`config.mk`:
```
export PLATFORM = sky130hd
export DESIGN_NAME = seg_display_sched_flat
export DESIGN_NICKNAME = d
export VERILOG_FILES = /design/src/rtl/seg_pkg.sv /design/src/rtl/seg_display_sched_if.sv /design/src/rtl/seg_bcd_shifter.sv /design/src/rtl/seg_display_sched.sv /design/src/flat_wrapper.sv
export SDC_FILE = /design/constraint.sdc
export NUM_CORES = 1
export LEC_CHECK = 0
export ABC_AREA = 1
export ABC_CLOCK_PERIOD_IN_PS = 4500
export BUFFER_PORTS_ARGS = -buffer_cell sky130_fd_sc_hd__buf_2
export CAP_MARGIN = 20
export CELL_PAD_IN_SITES_DETAIL_PLACEMENT = 1
export CELL_PAD_IN_SITES_GLOBAL_PLACEMENT = 1
export CORE_MARGIN = 3
export CORE_UTILIZATION = 44
export CTS_CLUSTER_SIZE = 16
export DETAILED_ROUTE_END_ITERATION = 7
export PLACE_DENSITY_LB_ADDON = 0.3
export SYNTH_ARGS = -nofsm -noshare
export SYNTH_HDL_FRONTEND = slang
export SYNTH_HIERARCHICAL = 1
export SYNTH_SLANG_ARGS = --single-unit
```
`constraint.sdc`:
```
create_clock -name clk -period 4.5 [get_ports clk]
set_clock_uncertainty 0.15 [all_clocks]
set_input_delay 0.45 -clock clk [delete_from_list [all_inputs] [get_ports clk]]
set_output_delay 0.45 -clock clk [all_outputs]
set_load 0.01 [all_outputs]
```
`src/rtl/seg_pkg.sv`:
```
// -----------------------------------------------------------------------------
// seg_pkg
// Shared definitions for the seg_display_sched block:
//   - active-low 7-segment codes (bit6 = g .. bit0 = a)
//   - scheduler FSM state encoding
//   - bcd_to_seg: one BCD digit to its segment code (nibble > 9 gives OFF)
// Optional build macro used by the block: DISP_SIGNED_EN (two's complement
// input values, see seg_display_sched.sv).
// -----------------------------------------------------------------------------
package seg_pkg;

    localparam logic [6:0] ZERO  = 7'b1000000;
    localparam logic [6:0] ONE   = 7'b1111001;
    localparam logic [6:0] TWO   = 7'b0100100;
    localparam logic [6:0] THREE = 7'b0110000;
    localparam logic [6:0] FOUR  = 7'b0011001;
    localparam logic [6:0] FIVE  = 7'b0010010;
    localparam logic [6:0] SIX   = 7'b0000010;
    localparam logic [6:0] SEVEN = 7'b1111000;
    localparam logic [6:0] EIGHT = 7'b0000000;
    localparam logic [6:0] NINE  = 7'b0010000;
    localparam logic [6:0] MINUS = 7'b0111111;
    localparam logic [6:0] OFF   = 7'b1111111;

    // Three BCD digits: hundreds, tens, ones.
    localparam int BCD_W = 12;

    typedef enum logic [1:0] {
        ST_IDLE  = 2'd0,
        ST_SHIFT = 2'd1,
        ST_WRITE = 2'd2
    } seg_state_e;

    function automatic logic [6:0] bcd_to_seg(input logic [3:0] digit);
        logic [6:0] code;
        case (digit)
            4'd0:    code = ZERO;
            4'd1:    code = ONE;
            4'd2:    code = TWO;
            4'd3:    code = THREE;
            4'd4:    code = FOUR;
            4'd5:    code = FIVE;
            4'd6:    code = SIX;
            4'd7:    code = SEVEN;
            4'd8:    code = EIGHT;
            4'd9:    code = NINE;
            default: code = OFF;
        endcase
        return code;
    endfunction

endpackage

```
`src/rtl/seg_display_sched_if.sv`:
```
// -----------------------------------------------------------------------------
// seg_display_sched_if
// Request bus for the two requesters (UART RX byte path, UART TX byte path).
//   rx_valid/rx_data/rx_ready : RX requester
//   tx_valid/tx_data/tx_ready : TX requester
// Modports: master (requesters side), slave (seg_display_sched side).
//
// Handshake: a value transfers on a rising clock edge where valid && ready.
// Ready is a combinational function of valid and scheduler state, so a
// requester may raise or drop valid at any time; dropping valid before a
// transfer simply withdraws the request. At most one ready is high at once.
// -----------------------------------------------------------------------------
interface seg_display_sched_if #(
    parameter int W = 8
);
    logic         rx_valid;
    logic [W-1:0] rx_data;
    logic         rx_ready;
    logic         tx_valid;
    logic [W-1:0] tx_data;
    logic         tx_ready;

    modport master (
        output rx_valid, rx_data, tx_valid, tx_data,
        input  rx_ready, tx_ready
    );

    modport slave (
        input  rx_valid, rx_data, tx_valid, tx_data,
        output rx_ready, tx_ready
    );
endinterface

```
`src/rtl/seg_bcd_shifter.sv`:
```
// -----------------------------------------------------------------------------
// seg_bcd_shifter
// Iterative shift-add-3 (double-dabble) binary to 3-digit BCD converter.
// Converts one bit per clock, MSB first, over W clocks after a load.
// Ports:
//   clk, rst_n : clock, asynchronous active-low reset
//   load_i     : capture bin_i, clear BCD, start a W-step conversion
//   bin_i      : W-bit unsigned value to convert
//   bcd_o      : {hundreds, tens, ones}; final once the count has run out
//   last_o     : finished flag, high during the cycle whose edge performs the
//                last shift (count == 1), so the caller can step on exactly
//                when the result becomes final
// -----------------------------------------------------------------------------
module seg_bcd_shifter
    import seg_pkg::*;
#(
    parameter int W = 8
) (
    input  logic             clk,
    input  logic             rst_n,
    input  logic             load_i,
    input  logic [W-1:0]     bin_i,
    output logic [BCD_W-1:0] bcd_o,
    output logic             last_o
);

    localparam int CW = $clog2(W + 1);

    logic [W-1:0]     bin_q, bin_d;
    logic [BCD_W-1:0] bcd_q, bcd_d, bcd_adj;
    logic [CW-1:0]    cnt_q, cnt_d;

    always_comb begin
        // Pre-correct every digit that would exceed 9 after doubling.
        bcd_adj = bcd_q;
        for (int i = 0; i < 3; i++) begin
            if (bcd_q[4*i +: 4] >= 4'd5) begin
                bcd_adj[4*i +: 4] = bcd_q[4*i +: 4] + 4'd3;
            end
        end

        bin_d = bin_q;
        bcd_d = bcd_q;
        cnt_d = cnt_q;
        if (load_i) begin
            bin_d = bin_i;
            bcd_d = '0;
            cnt_d = CW'(W);
        end else if (cnt_q != '0) begin
            // {bcd, bin} <<= 1; bits beyond three digits are dropped, values
            // that large are flagged as overflow by the caller.
            bcd_d = {bcd_adj[BCD_W-2:0], bin_q[W-1]};
            bin_d = {bin_q[W-2:0], 1'b0};
            cnt_d = cnt_q - CW'(1);
        end
    end

    always_ff @(posedge clk or negedge rst_n) begin
        if (!rst_n) begin
            bin_q <= '0;
            bcd_q <= '0;
            cnt_q <= '0;
        end else begin
            bin_q <= bin_d;
            bcd_q <= bcd_d;
            cnt_q <= cnt_d;
        end
    end

    assign bcd_o  = bcd_q;
    assign last_o = (cnt_q == CW'(1));

endmodule

```
`src/rtl/seg_display_sched.sv`:
```
// -----------------------------------------------------------------------------
// seg_display_sched
// Shares one sequential binary-to-7-segment engine between the UART RX and
// UART TX byte paths with round-robin arbitration. RX results go to bank
// rx_d2..rx_d0 (HEX2..HEX0), TX results to tx_d2..tx_d0 (HEX5..HEX3).
// Ports:
//   clk, rst_n           : clock, asynchronous active-low reset
//   bus (slave modport)  : rx/tx valid, data, ready request handshakes
//   rx_d2, rx_d1, rx_d0  : RX bank, active-low segments, bit6 = g .. bit0 = a
//   tx_d2, tx_d1, tx_d0  : TX bank, same encoding
//   busy                 : engine not idle
//   done, done_src       : one-cycle pulse when a bank is written; 0=RX 1=TX
//   dbg_state_o          : scheduler FSM state
// Timing: handshake at edge k, bank written at edge k+W+1, next handshake
// possible at edge k+W+2.
// Build option: define DISP_SIGNED_EN to treat data as two's complement;
// negatives show a leading MINUS, magnitudes >= 100 show all MINUS.
// Without it data is unsigned and MINUS only appears on overflow (> 999).
// -----------------------------------------------------------------------------
module seg_display_sched
    import seg_pkg::*;
#(
    parameter int W = 8
) (
    input  logic                clk,
    input  logic                rst_n,
    seg_display_sched_if.slave  bus,
    output logic [6:0]          rx_d2,
    output logic [6:0]          rx_d1,
    output logic [6:0]          rx_d0,
    output logic [6:0]          tx_d2,
    output logic [6:0]          tx_d1,
    output logic [6:0]          tx_d0,
    output logic                busy,
    output logic                done,
    output logic                done_src,
    output seg_state_e          dbg_state_o
);

    localparam logic [20:0] BANK_RESET = {OFF, OFF, ZERO};

    seg_state_e   state_q;
    logic         last_tx_q;     // last served requester: 1 = TX, 0 = RX
    logic         src_q;         // requester being converted
    logic         ovf_q;
    logic         neg_q;
    logic [20:0]  rx_bank_q;     // {d2, d1, d0}
    logic [20:0]  tx_bank_q;
    logic         done_q;
    logic         done_src_q;

    logic         grant_rx;
    logic         grant_tx;
    logic [W-1:0] sel_data;
    logic [W-1:0] mag_d;
    logic         neg_d;
    logic         ovf_d;

    logic [BCD_W-1:0] bcd;
    logic             last_shift;
    logic [20:0]      bank_d;

    // Arbiter: only in IDLE; on contention the requester not served last wins.
    always_comb begin
        grant_rx = 1'b0;
        grant_tx = 1'b0;
        if (state_q == ST_IDLE) begin
            if (bus.rx_valid && (!bus.tx_valid || last_tx_q)) begin
                grant_rx = 1'b1;
            end else if (bus.tx_valid) begin
                grant_tx = 1'b1;
            end
        end
    end

    assign bus.rx_ready = grant_rx;
    assign bus.tx_ready = grant_tx;

    // Value presented to the engine and its range classification.
    always_comb begin
        sel_data = grant_tx ? bus.tx_data : bus.rx_data;
`ifdef DISP_SIGNED_EN
        neg_d = sel_data[W-1];
        mag_d = neg_d ? (~sel_data + W'(1)) : sel_data;
        ovf_d = neg_d ? (32'(mag_d) >= 32'd100) : (32'(mag_d) > 32'd999);
`else
        neg_d = 1'b0;
        mag_d = sel_data;
        ovf_d = (32'(sel_data) > 32'd999);
`endif
    end

    seg_bcd_shifter #(
        .W (W)
    ) u_shifter (
        .clk    (clk),
        .rst_n  (rst_n),
        .load_i (grant_rx | grant_tx),
        .bin_i  (mag_d),
        .bcd_o  (bcd),
        .last_o (last_shift)
    );

    // Bank image for the finished conversion, with leading-zero blanking.
    always_comb begin
        logic [3:0] hun, ten, one;
        hun = bcd[11:8];
        ten = bcd[7:4];
        one = bcd[3:0];
        bank_d = {OFF, OFF, bcd_to_seg(one)};
        if (ovf_q) begin
            bank_d = {MINUS, MINUS, MINUS};
        end else if (neg_q) begin
            // Magnitude is below 100 here, so the sign takes the first free digit.
            if (ten == 4'd0) begin
                bank_d = {OFF, MINUS, bcd_to_seg(one)};
            end else begin
                bank_d = {MINUS, bcd_to_seg(ten), bcd_to_seg(one)};
            end
        end else begin
            bank_d[20:14] = (hun == 4'd0) ? OFF : bcd_to_seg(hun);
            bank_d[13:7]  = (hun == 4'd0 && ten == 4'd0) ? OFF : bcd_to_seg(ten);
        end
    end

    always_ff @(posedge clk or negedge rst_n) begin
        if (!rst_n) begin
            state_q    <= ST_IDLE;
            last_tx_q  <= 1'b1;
            src_q      <= 1'b0;
            ovf_q      <= 1'b0;
            neg_q      <= 1'b0;
            rx_bank_q  <= BANK_RESET;
            tx_bank_q  <= BANK_RESET;
            done_q     <= 1'b0;
            done_src_q <= 1'b0;
        end else begin
            done_q <= 1'b0;
            case (state_q)
                ST_IDLE: begin
                    if (grant_rx || grant_tx) begin
                        src_q     <= grant_tx;
                        ovf_q     <= ovf_d;
                        neg_q     <= neg_d;
                        last_tx_q <= grant_tx;
                        state_q   <= ST_SHIFT;
                    end
                end
                ST_SHIFT: begin
                    if (last_shift) begin
                        state_q <= ST_WRITE;
                    end
                end
                ST_WRITE: begin
                    if (src_q) begin
                        tx_bank_q <= bank_d;
                    end else begin
                        rx_bank_q <= bank_d;
                    end
                    done_q     <= 1'b1;
                    done_src_q <= src_q;
                    state_q    <= ST_IDLE;
                end
                default: begin
                    state_q <= ST_IDLE;
                end
            endcase
        end
    end

    assign {rx_d2, rx_d1, rx_d0} = rx_bank_q;
    assign {tx_d2, tx_d1, tx_d0} = tx_bank_q;
    assign busy        = (state_q != ST_IDLE);
    assign done        = done_q;
    assign done_src    = done_src_q;
    assign dbg_state_o = state_q;

endmodule

```
`src/flat_wrapper.sv`:
```
// flat-port wrapper written by rule: the top's interface ports become plain ports
module seg_display_sched_flat import seg_pkg::*;
#(
    parameter int W = 8
)
  (clk, rst_n, rx_d2, rx_d1, rx_d0, tx_d2, tx_d1, tx_d0, busy, done, done_src, dbg_state_o, bus_rx_valid, bus_rx_data, bus_tx_valid, bus_tx_data, bus_rx_ready, bus_tx_ready);
  seg_display_sched_if #(.W(W)) bus_i ();
  input  logic clk;
  input  logic rst_n;
  output logic [6:0] rx_d2;
  output logic [6:0] rx_d1;
  output logic [6:0] rx_d0;
  output logic [6:0] tx_d2;
  output logic [6:0] tx_d1;
  output logic [6:0] tx_d0;
  output logic busy;
  output logic done;
  output logic done_src;
  output seg_state_e dbg_state_o;
  input wire logic [$bits(bus_i.rx_valid)-1:0] bus_rx_valid;
  input wire logic [$bits(bus_i.rx_data)-1:0] bus_rx_data;
  input wire logic [$bits(bus_i.tx_valid)-1:0] bus_tx_valid;
  input wire logic [$bits(bus_i.tx_data)-1:0] bus_tx_data;
  output wire logic [$bits(bus_i.rx_ready)-1:0] bus_rx_ready;
  output wire logic [$bits(bus_i.tx_ready)-1:0] bus_tx_ready;
  assign bus_i.rx_valid = bus_rx_valid;
  assign bus_i.rx_data = bus_rx_data;
  assign bus_i.tx_valid = bus_tx_valid;
  assign bus_i.tx_data = bus_tx_data;
  assign bus_rx_ready = bus_i.rx_ready;
  assign bus_tx_ready = bus_i.tx_ready;
  seg_display_sched #(.W(W)) u_core (.clk(clk), .rst_n(rst_n), .bus(bus_i), .rx_d2(rx_d2), .rx_d1(rx_d1), .rx_d0(rx_d0), .tx_d2(tx_d2), .tx_d1(tx_d1), .tx_d0(tx_d0), .busy(busy), .done(done), .done_src(done_src), .dbg_state_o(dbg_state_o));
endmodule
```
==> results.tsv, run 1 <==
stage	metric	value	unit
worst_setup_path	critPathArrivalTime	1.74	ns
grt	grt_pass1_wl	17.1	mm
logic_synthesis	synth_nets	567	
pwr	p_leak	2.59	nW
timing	min_period	2.34	ns
logic_synthesis	ys.flop_type	dfrtp_1	
placement	port_buffers	68	
grt	top_usage_layer	met2	
logic_synthesis	async_reset_ff_share	100	%
die	die_width	101	um
logic_synthesis	synthCells	524	
logic_synthesis	synth_area	4010	um^2
detailed_routing	dr_total_vias	3556	
detailed_routing	drtAntennaViolNets	0	
worst_setup_path	reg2reg_depth	8	
cts	postCtsSetupBuffers	0	
grt	track_usage	21.0	%
grt	grt_pass1_vias	3701	
logic_synthesis	yosysTopAreaCellShare	25.6	%
final_layout	syn2layout_area_growth	14.2	%
die	rows	34	
timing	tns	0	ns
worst_setup_path	r2r_start	u_core/dbg_state_o[0]$_DFFE_PN0P_	
worst_setup_path	crit_type	flip-flop to output port	
timing	timing.fmax	427	MHz
logic_synthesis	ys_seq_elements	72	
worst_setup_path	crit_start	u_core/dbg_state_o[0]$_DFFE_PN0P_	
worst_setup_path	start_kind	flip-flop	
worst_setup_path	r2r_setup_slack	2.32	ns
run_status	status	finished clean	
cts	htreeDepth	3	
worst_setup_path	crit_fanout	11	
cts	cts_resized	0	
worst_hold_path	hold_path.class	primary input to async pin	
timing	rsz0062_at_grt	no	
detailed_routing	drtIter0Drc	114	
logic_synthesis	syn_area_per_cell	7.65	um^2
pwr	ir_worst_vdd	0.000326	V
cts	clkTransAtPathRegs	0.09	ns
grt	grt_max_degree	42	
placement	place.gp.congestion	0.808	
timing	final-hold-violation-count	0	
final_layout	layout-drive-gt1-share	23.8	%
detailed_routing	wl_per_cell	14.4	um
grt	antenna_found_initial	0	
worst_setup_path	cp-end-kind	output port	
logic_synthesis	synthTopCellsByArea	dfrtp_1, nand2_1, dfstp_2	
cts	cts_buffers	9	
die	core_area	8810	um^2
final_layout	nNetsFinal	635	
grt	global_route.usage.met2	36.1	%
die	start_util	45.5	%
die	ioPinCount	69	
logic_synthesis	yosys_warnings	6	
detailed_routing	vias_per_cell	5.04	
timing	worstMarginPinSlew	0.714	ns
worst_setup_path	critical_path_required	3.90	ns
detailed_routing	drtPass1Iterations	4	
cts	cts.path.max_buffers	2	
run	drv_cap	0	
final_layout	antenna_cells	0	
timing	relSlewSlack	52.4	%
cts	cts_tree	yes	
pwr	power_density	729	nW/um^2
logic_synthesis	yosysSeqAreaShare	45.9	%
cts	clock-sinks	72	
final_layout	multi_input_area	1870	um^2
worst_setup_path	rr_endpoint	u_core/u_shifter/bcd_o[2]$_DFFE_PN0P_	
logic_synthesis	synth_top_cell_by_area	dfrtp_1	
cts	cts-root-buf	clkbuf_8	
grt	grt_use_met1	26.7	%
grt	met3_usage	3.86	%
detailed_routing	finalWirelength	10.1	mm
timing	timing.final.setup_violations	0	
placement	place_area	4400	um^2
final_layout	seqCellArea	1840	um^2
logic_synthesis	synth.distinct_cells	33	
detailed_routing	drc	0	
die	die_area	10300	um^2
timing	fin_crit_sh	52.1	%
cts	cts_hold_buf	0	
logic_synthesis	synth_edf_count	0	
final_layout	fillers	1156	
final_layout	final_area	4580	um^2
grt	globalRouteOverflowTotal	0	
timing	maxSlewViolCount	0	
cts	clk_latency	0.34	ns
die	die_h	101	um
placement	dp_hpwl	7.40	mm
worst max-delay path, cell delays in order, from the launching register on:
cell	delay (ns)
dfrtp_1	0.43
nor2_1	0.21
nand2_1	0.25
inv_1	0.32
buf_2	0.19
kinds of logic (layout without fill, tap and decap cells):
kind of cell / count (synthesis) / after routing / synth area share (%)
simple gates: 322 / 322 / 33.5
flops: 72 / 72 / 45.9
buf+inv: 65 / 138 / 7.37
compound gates: 42 / 42 / 6.09
fa+ha+maj: 23 / 23 / 7.18
per-stage QoR:
step	utilization [%]	cells	hold WS, ns	setup slack (ns)	power [mW]
after CTS	52.0	705	0.0133	2.11	3.37
after detailed placement	50.0	689	0.305	2.27	2.87
final	52.0	705	0.000846	2.16	3.34
after floorplan	-	524	0.00441	2.80	2.38
after global placement	50.0	689	0.303	2.37	2.77
after global routing	52.0	705	0.0363	1.96	3.67
per-layer routing:
metal | part of all wire (%) | routed length [um]
met3 | 3.5 | 352
met4 | 1.2 | 124
met5 | 0 | 0
met2 | 48 | 4910
met1 | 47 | 4760
how the worst max path moves through the flow:
stage	endpoint	slack, ns	cells past startpoint
floorplan	u_core/u_shifter/bcd_o[2]$_DFFE_PN0P_	2.80	9
global placement	u_core/u_shifter/bcd_o[1]$_DFFE_PN0P_	2.37	9
detailed placement	u_core/u_shifter/bin_q[4]$_DFFE_PN0P_	2.27	9
CTS	bus_tx_ready	2.11	4
global route	bus_tx_ready	1.96	4
finish	bus_tx_ready	2.16	4
registers in the layout, summed over array words and instances, names as in the netlist:
name,flops
u_core/dbg_state_o,2
u_core/u_shifter/bcd_o,12
u_core/u_shifter/cnt_q,4
u_core/last_tx_q,1
u_core/src_q,1
u_core/rx_bank_q,21
u_core/done_src,1
u_core/done,1
u_core/u_shifter/bin_q,8
u_core/tx_bank_q,21
cells in the mapped netlist, types with 2 or more instances:
cell,instances
nand3_2,2
o21ai_1,8
nand3_1,36
buf_8,2
dfrtp_1,41
buf_4,2
or2_2,2
ha_1,23
a21oi_1,6
nand2_1,244
clkinv_2,2
inv_2,8
buf_2,7
nor2_1,26
o21ai_0,16
o21bai_1,2
o21ai_2,5
nand4_1,3
dfstp_2,31
nand2_4,4
inv_1,42
final cells by class:
type / instances / area share, %
inverter: 53 / 4.46
clock inverter: 3 / 0.383
sequential: 72 / 40.2
timing repair buffer: 69 / 7.60
tap: 108 / 2.95
clock buffer: 13 / 3.47
multi-input combinational: 387 / 40.9
power breakdown:
part	leakage [nW]	internal [mW]	total, mW	switching, mW
sequential	0.848	0.989	1.23	0.241
combinational	1.65	0.578	1.63	1.05
clock	0.0894	0.229	0.476	0.246
total	2.59	1.80	3.34	1.54
placed cells by master (no fill, tap or decap), types with 2 or more instances in the layout:
cell      synthesis  routed
a21oi_1           6       6
buf_2             7      68
clkbuf_1          0       2
clkbuf_8          0      11
clkinv_2          2       4
dfrtp_1          41      41
dfstp_2          31      31
ha_1             23      23
inv_1            42      42
inv_2             8       8
nand2_1         244     244
nand2_4           4       4
nand3_1          36      36
nand3_2           2       2
nand4_1           3       3
nor2_1           26      26
o21ai_0          16      16
o21ai_1           8       8
o21ai_2           5       5
o21bai_1          2       2
or2_2             2       2
Note: power is estimated with default switching activity, not from simulation.
==> run 2: changes to the inputs <==
--- a/config.mk
+++ b/config.mk
@@ -6,13 +6,13 @@
 export NUM_CORES = 1
 export LEC_CHECK = 0
 export ABC_AREA = 1
-export ABC_CLOCK_PERIOD_IN_PS = 4500
+export ABC_CLOCK_PERIOD_IN_PS = 2100
 export BUFFER_PORTS_ARGS = -buffer_cell sky130_fd_sc_hd__buf_2
 export CAP_MARGIN = 20
 export CELL_PAD_IN_SITES_DETAIL_PLACEMENT = 1
 export CELL_PAD_IN_SITES_GLOBAL_PLACEMENT = 1
 export CORE_MARGIN = 3
-export CORE_UTILIZATION = 44
+export CORE_UTILIZATION = 37
 export CTS_CLUSTER_SIZE = 16
 export DETAILED_ROUTE_END_ITERATION = 7
 export PLACE_DENSITY_LB_ADDON = 0.3
==> constraint.sdc (replaced) <==
create_clock -name clk -period 2.1 [get_ports clk]
set_clock_uncertainty 0.15 [all_clocks]
set_input_delay 0.21 -clock clk [delete_from_list [all_inputs] [get_ports clk]]
set_output_delay 0.21 -clock clk [all_outputs]
set_load 0.01 [all_outputs]
==> run 2 against run 1 <==
  * Clock power grew to 2.7 times the previous value
  * Utilization shrank 6.8 points
  * Routed wire length about the same
==> results.tsv, run 2 (synthesis results as in run 1) <==
stage	metric	value	unit
timing	tns	0	ns
worst_setup_path	critPathTopFamily	buffers and inverters	
pwr	p_total	7.46	mW
worst_setup_path	critPathBufInv	2	
grt	grt_pass1_vias	3657	
worst_setup_path	cp_slowest_cell	dfrtp_1	
cts	htreeDepth	3	
worst_setup_path	crit_fanout	11	
grt	track_usage	18.0	%
worst_setup_path	r2r_start	u_core/dbg_state_o[0]$_DFFE_PN0P_	
die	rows	37	
timing	maxSlewViolCount	0	
timing	final-hold-violation-count	0	
placement	dp_hpwl	7.37	mm
final_layout	most-common-layout-cells	nand2_1, buf_2, inv_1	
cts	cts_buffers	9	
final_layout	fin_util	45.2	%
grt	grt_pass1_wl	17.3	mm
cts	cts_tree	yes	
die	die_area	12100	um^2
timing	relSlewSlack	68.4	%
pwr	power_density	1590	nW/um^2
detailed_routing	drtPass1Iterations	4	
cts	postCtsSetupBuffers	0	
detailed_routing	dr_total_vias	3547	
final_layout	fillers	1334	
timing	min_period	1.92	ns
run_status	status	finished clean	
worst_setup_path	slowest_delay	0.44	ns
worst_hold_path	min_from	bus_tx_data[7]	
worst_hold_path	hold_path.class	primary input to flip-flop	
final_layout	syn2layout_area_growth	17.4	%
cts	clkTransAtPathRegs	0.08	ns
final_layout	antenna_cells	0	
grt	grt_max_degree	73	
final_layout	layout-drive-gt1-share	24.0	%
worst_setup_path	start_kind	flip-flop	
grt	antenna_found_initial	0	
grt	globalRouteOverflowTotal	0	
pwr	ir_worst_vdd	0.000552	V
worst_setup_path	path_cells	nor2_1 > nand2_1 > inv_1 > buf_2	
detailed_routing	drc	0	
worst_setup_path	critPathArrivalTime	1.56	ns
timing	timing.final.setup_violations	0	
run	drv_cap	0	
final_layout	final_common_cell	nand2_1	
die	die_h	110	um
die	core_area	10400	um^2
die	die_width	110	um
cts	clock-sinks	72	
pwr	p_leak	2.63	nW
worst_setup_path	critical_path_required	1.74	ns
timing	worst_slack	0.176	ns
final_layout	nNetsFinal	638	
timing	timing.fmax	520	MHz
detailed_routing	wl_per_cell	13.8	um
timing	worstMarginPinSlew	0.474	ns
timing	rsz0062_at_grt	no	
detailed_routing	drtIter0Drc	116	
timing	holdWs	0.0221	ns
detailed_routing	vias_per_cell	4.82	
die	start_util	38.5	%
placement	port_buffers	68	
die	ioPinCount	69	
cts	clk_latency	0.34	ns
placement	place.gp.congestion	0.873	
placement	place_ws	0.305	ns
detailed_routing	finalWirelength	10.2	mm
cts	cts-root-buf	clkbuf_8	
detailed_routing	drtAntennaViolNets	0	
worst_setup_path	cp-end-kind	output port	
cts	cts.path.max_buffers	2	
timing	fin_crit_sh	91.6	%
worst_setup_path	crit_start	u_core/dbg_state_o[0]$_DFFE_PN0P_	
worst_setup_path	crit_type	flip-flop to output port	
## run 2: layer usage
metal | global-route usage [%] | share of wire (%) | routed length (um)
met1 | 22.6 | 46 | 4620
met2 | 31.6 | 49 | 5030
met3 | 2.97 | 4.0 | 403
met4 | 5.72 | 1.0 | 102
met5 | 0 | 0 | 0
## run 2: area by class of cell
cell class              count  area (um^2)  area share [%]
well taps                 136          170            3.61
flip-flops and latches     72         1840            39.1
clock buffers              10          128            2.71
multi-input cells         387         1870            39.8
clock inverters             6          108            2.29
repair buffers             72          385            8.18
inverters                  53          204            4.33
## run 2: where the power goes
group	switching [mW]	internal, mW	total (mW)	leakage, nW
Sequential	0.538	2.12	2.66	0.848
Clock	0.506	0.786	1.29	0.118
Combinational	2.26	1.25	3.51	1.67
## run 2: final timing paths
kind,endpoint,slack [ns],depth (start not counted)
min in group asynchronous,u_core/tx_bank_q[1]$_DFFE_PN0P_,0.30,3
worst max register to register,u_core/u_shifter/bcd_o[6]$_DFFE_PN0P_,0.26,8
worst min-delay path,u_core/u_shifter/bin_q[7]$_DFFE_PN0P_,0.02,5
max in group asynchronous,u_core/last_tx_q$_DFFE_PN1P_,1.18,3
worst min register to register,u_core/rx_bank_q[11]$_DFFE_PN1P_,0.32,2
worst max-delay path,bus_tx_ready,0.18,4
## run 2: tightest hold or removal path: stages
cell	delay, ns
buf_2	0.07
nand2_1	0.04
nand2_1	0.05
nand2_1	0.04
nand3_1	0.06
## run 2: through the flow
| stage | std cells | cell area, um^2 |
|---|---|---|
| global placement | 719 | 4460 |
| CTS | 736 | 4710 |
| floorplan | 524 | 4010 |
| finish | 736 | 4710 |
| global route | 736 | 4710 |
| detailed placement | 719 | 4460 |
## run 2: repair_timing
item	CTS	global route
gates resized for setup	0	0
hold buffers	1	0
endpoints found under the hold margin	41	0
==> run 3: changes to the inputs <==
--- a/config.mk
+++ b/config.mk
@@ -6,16 +6,16 @@
 export NUM_CORES = 1
 export LEC_CHECK = 0
 export ABC_AREA = 1
-export ABC_CLOCK_PERIOD_IN_PS = 2100
+export ABC_CLOCK_PERIOD_IN_PS = 2300
 export BUFFER_PORTS_ARGS = -buffer_cell sky130_fd_sc_hd__buf_2
 export CAP_MARGIN = 20
 export CELL_PAD_IN_SITES_DETAIL_PLACEMENT = 1
 export CELL_PAD_IN_SITES_GLOBAL_PLACEMENT = 1
 export CORE_MARGIN = 3
-export CORE_UTILIZATION = 37
+export CORE_UTILIZATION = 44
 export CTS_CLUSTER_SIZE = 16
 export DETAILED_ROUTE_END_ITERATION = 7
-export PLACE_DENSITY_LB_ADDON = 0.3
+export PLACE_DENSITY_LB_ADDON = 0.1
 export SYNTH_ARGS = -nofsm -noshare
 export SYNTH_HDL_FRONTEND = slang
 export SYNTH_HIERARCHICAL = 1
==> constraint.sdc (replaced) <==
create_clock -name clk -period 2.3 [get_ports clk]
set_clock_uncertainty 0.15 [all_clocks]
set_input_delay 0.23 -clock clk [delete_from_list [all_inputs] [get_ports clk]]
set_output_delay 0.23 -clock clk [all_outputs]
set_load 0.01 [all_outputs]
==> run 3 against run 2 <==
  * Routed wire length fell by 1.2%
  * Critical path depth rose by 1
  * Clock-buffer cell count unchanged
  * Via count decreased by 1.4%
  * Sequential cell count stayed put
  * Clock power decreased by 24%
  * Total power fell by 12%
  * Die area down 15%
  * Cell count decreased by 3.8%
  * Combinational power decreased by 8.8%
  * Critical endpoint unchanged
  * Largest cell class unchanged
==> results.tsv, run 3 (synthesis results as in run 1) <==
stage	metric	value	unit
cts	htreeDepth	3	
die	core_area	8810	um^2
final_layout	antenna_cells	0	
worst_setup_path	cp-end-kind	output port	
worst_setup_path	reg2reg_depth	8	
cts	cts.path.max_buffers	2	
cts	clk_latency	0.34	ns
run	drv_cap	0	
final_layout	most-common-layout-cells	nand2_1, buf_2, inv_1	
detailed_routing	drtPass1Iterations	4	
run_status	status	finished clean	
pwr	p_leak	2.61	nW
grt	grt_max_degree	42	
grt	grt_pass1_vias	3656	
worst_setup_path	start_kind	flip-flop	
detailed_routing	drc	0	
timing	rsz0062_at_grt	no	
grt	track_usage	20.8	%
die	die_width	101	um
die	die_area	10300	um^2
detailed_routing	drtAntennaViolNets	0	
worst_hold_path	hold_path.class	primary input to flip-flop	
final_layout	final_area	4610	um^2
timing	fin_crit_sh	88.3	%
pwr	ir_worst_vdd	0.000623	V
cts	cts_resized	0	
worst_setup_path	critPathArrivalTime	1.65	ns
worst_hold_path	whs_endpoint	u_core/u_shifter/bin_q[6]$_DFFE_PN0P_	
cts	cts_tree	yes	
worst_setup_path	r2r_setup_slack	0.29	ns
detailed_routing	finalWirelength	10.0	mm
worst_setup_path	crit_start	u_core/dbg_state_o[0]$_DFFE_PN0P_	
placement	place_area	4420	um^2
grt	globalRouteOverflowTotal	0	
final_layout	syn2layout_area_growth	15.1	%
worst_setup_path	crit_fanout	11	
timing	relSlewSlack	63.6	%
placement	port_buffers	68	
timing	timing.final.setup_violations	0	
final_layout	fin_util	52.4	%
grt	grt_pass1_wl	17.1	mm
timing	maxSlewViolCount	0	
pwr	power_density	1430	nW/um^2
final_layout	nNetsFinal	638	
detailed_routing	dr_total_vias	3496	
cts	clkTransAtPathRegs	0.08	ns
die	start_util	45.5	%
die	die_h	101	um
final_layout	layout-drive-gt1-share	24.2	%
timing	worstMarginPinSlew	0.546	ns
worst_setup_path	rr_endpoint	u_core/u_shifter/bcd_o[6]$_DFFE_PN0P_	
timing	timing.fmax	492	MHz
die	rows	34	
die	ioPinCount	69	
cts	cts-root-buf	clkbuf_8	
worst_hold_path	min_from	bus_tx_data[6]	
final_layout	final_common_cell	nand2_1	
worst_hold_path	min_delay_path_depth	5	
detailed_routing	drtIter0Drc	66	
placement	place.gp.congestion	0.800	
timing	tns	0	ns
worst_setup_path	crit_type	flip-flop to output port	
placement	dp_hpwl	7.40	mm
timing	final-hold-violation-count	0	
cts	clock-sinks	72	
detailed_routing	vias_per_cell	4.94	
worst_setup_path	r2r_start	u_core/last_tx_q$_DFFE_PN1P_	
worst_setup_path	critical_path_required	1.92	ns
timing	min_period	2.03	ns
grt	antenna_found_initial	0	
detailed_routing	wl_per_cell	14.2	um
cts	cts_buffers	9	
[run 3: cell count changes in the layout (fill, tap and decap cells not counted)]
cell        delta
bufinv_16      -2
clkinv_2       +2
buf_12         -1
buf_4          +1
clkinv_1       -1
clkinvlp_4     +1
[run 3: worst max-delay path: stages, from the launching register on]
cell and delay, ns:
dfrtp_1 0.43, nor2_1 0.18, nand2_1 0.10, buf_4 0.17, inv_1 0.23, buf_2 0.19
[run 3: how the worst max path moves through the flow]
stage | end | slack [ns] | depth (start not counted)
3_5_place_dp | u_core/u_shifter/bin_q[3]$_DFFE_PN0P_ | 0.29 | 8
4_1_cts | bus_tx_ready | 0.23 | 5
3_3_place_gp | u_core/u_shifter/bcd_o[2]$_DFFE_PN0P_ | 0.38 | 8
6_report | bus_tx_ready | 0.27 | 5
5_1_grt | u_core/u_shifter/bcd_o[5]$_DFFE_PN0P_ | 0.09 | 8
2_1_floorplan | u_core/u_shifter/bcd_o[2]$_DFFE_PN0P_ | 0.60 | 9
[run 3: repair_timing]
action,4_1_cts,5_1_grt
hold endpoints to repair,46,0
hold buffers,1,0
setup buffers,0,0
[run 3: metrics by stage]
step,setup slack [ns],hold slack [ns],power (mW),instances
6_report,0.269,0.0530,6.59,708
5_1_grt,0.0865,0.0706,7.28,708
4_1_cts,0.232,0.0376,6.68,708
3_5_place_dp,0.286,0.126,5.65,691
3_3_place_gp,0.379,0.114,5.48,691
2_1_floorplan,0.597,-0.216,4.66,524
[run 3: area by class of cell]
class | instances | area (um^2)
clock buffer | 10 | 128
clock inverter | 6 | 61.3
fill | 1156 | 4190
inverter | 53 | 204
multi-input combinational | 387 | 1870
sequential | 72 | 1840
tap | 108 | 135
timing repair buffer | 72 | 373
[run 3: layer usage]
| metal | routed length [um] | vias up | global-route usage, % |
|---|---|---|---|
| li1 | - | 1767 | - |
| met1 | 4730 | 1651 | 27.3 |
| met2 | 4880 | 70 | 35.7 |
| met3 | 340 | 8 | 3.17 |
| met4 | 81 | 0 | 5.93 |
| met5 | 0 | - | 0 |
[run 3: power breakdown]
| part | switching, mW | internal (mW) |
|---|---|---|
| Sequential | 0.482 | 1.93 |
| Combinational | 2.07 | 1.13 |
| Clock | 0.476 | 0.498 |
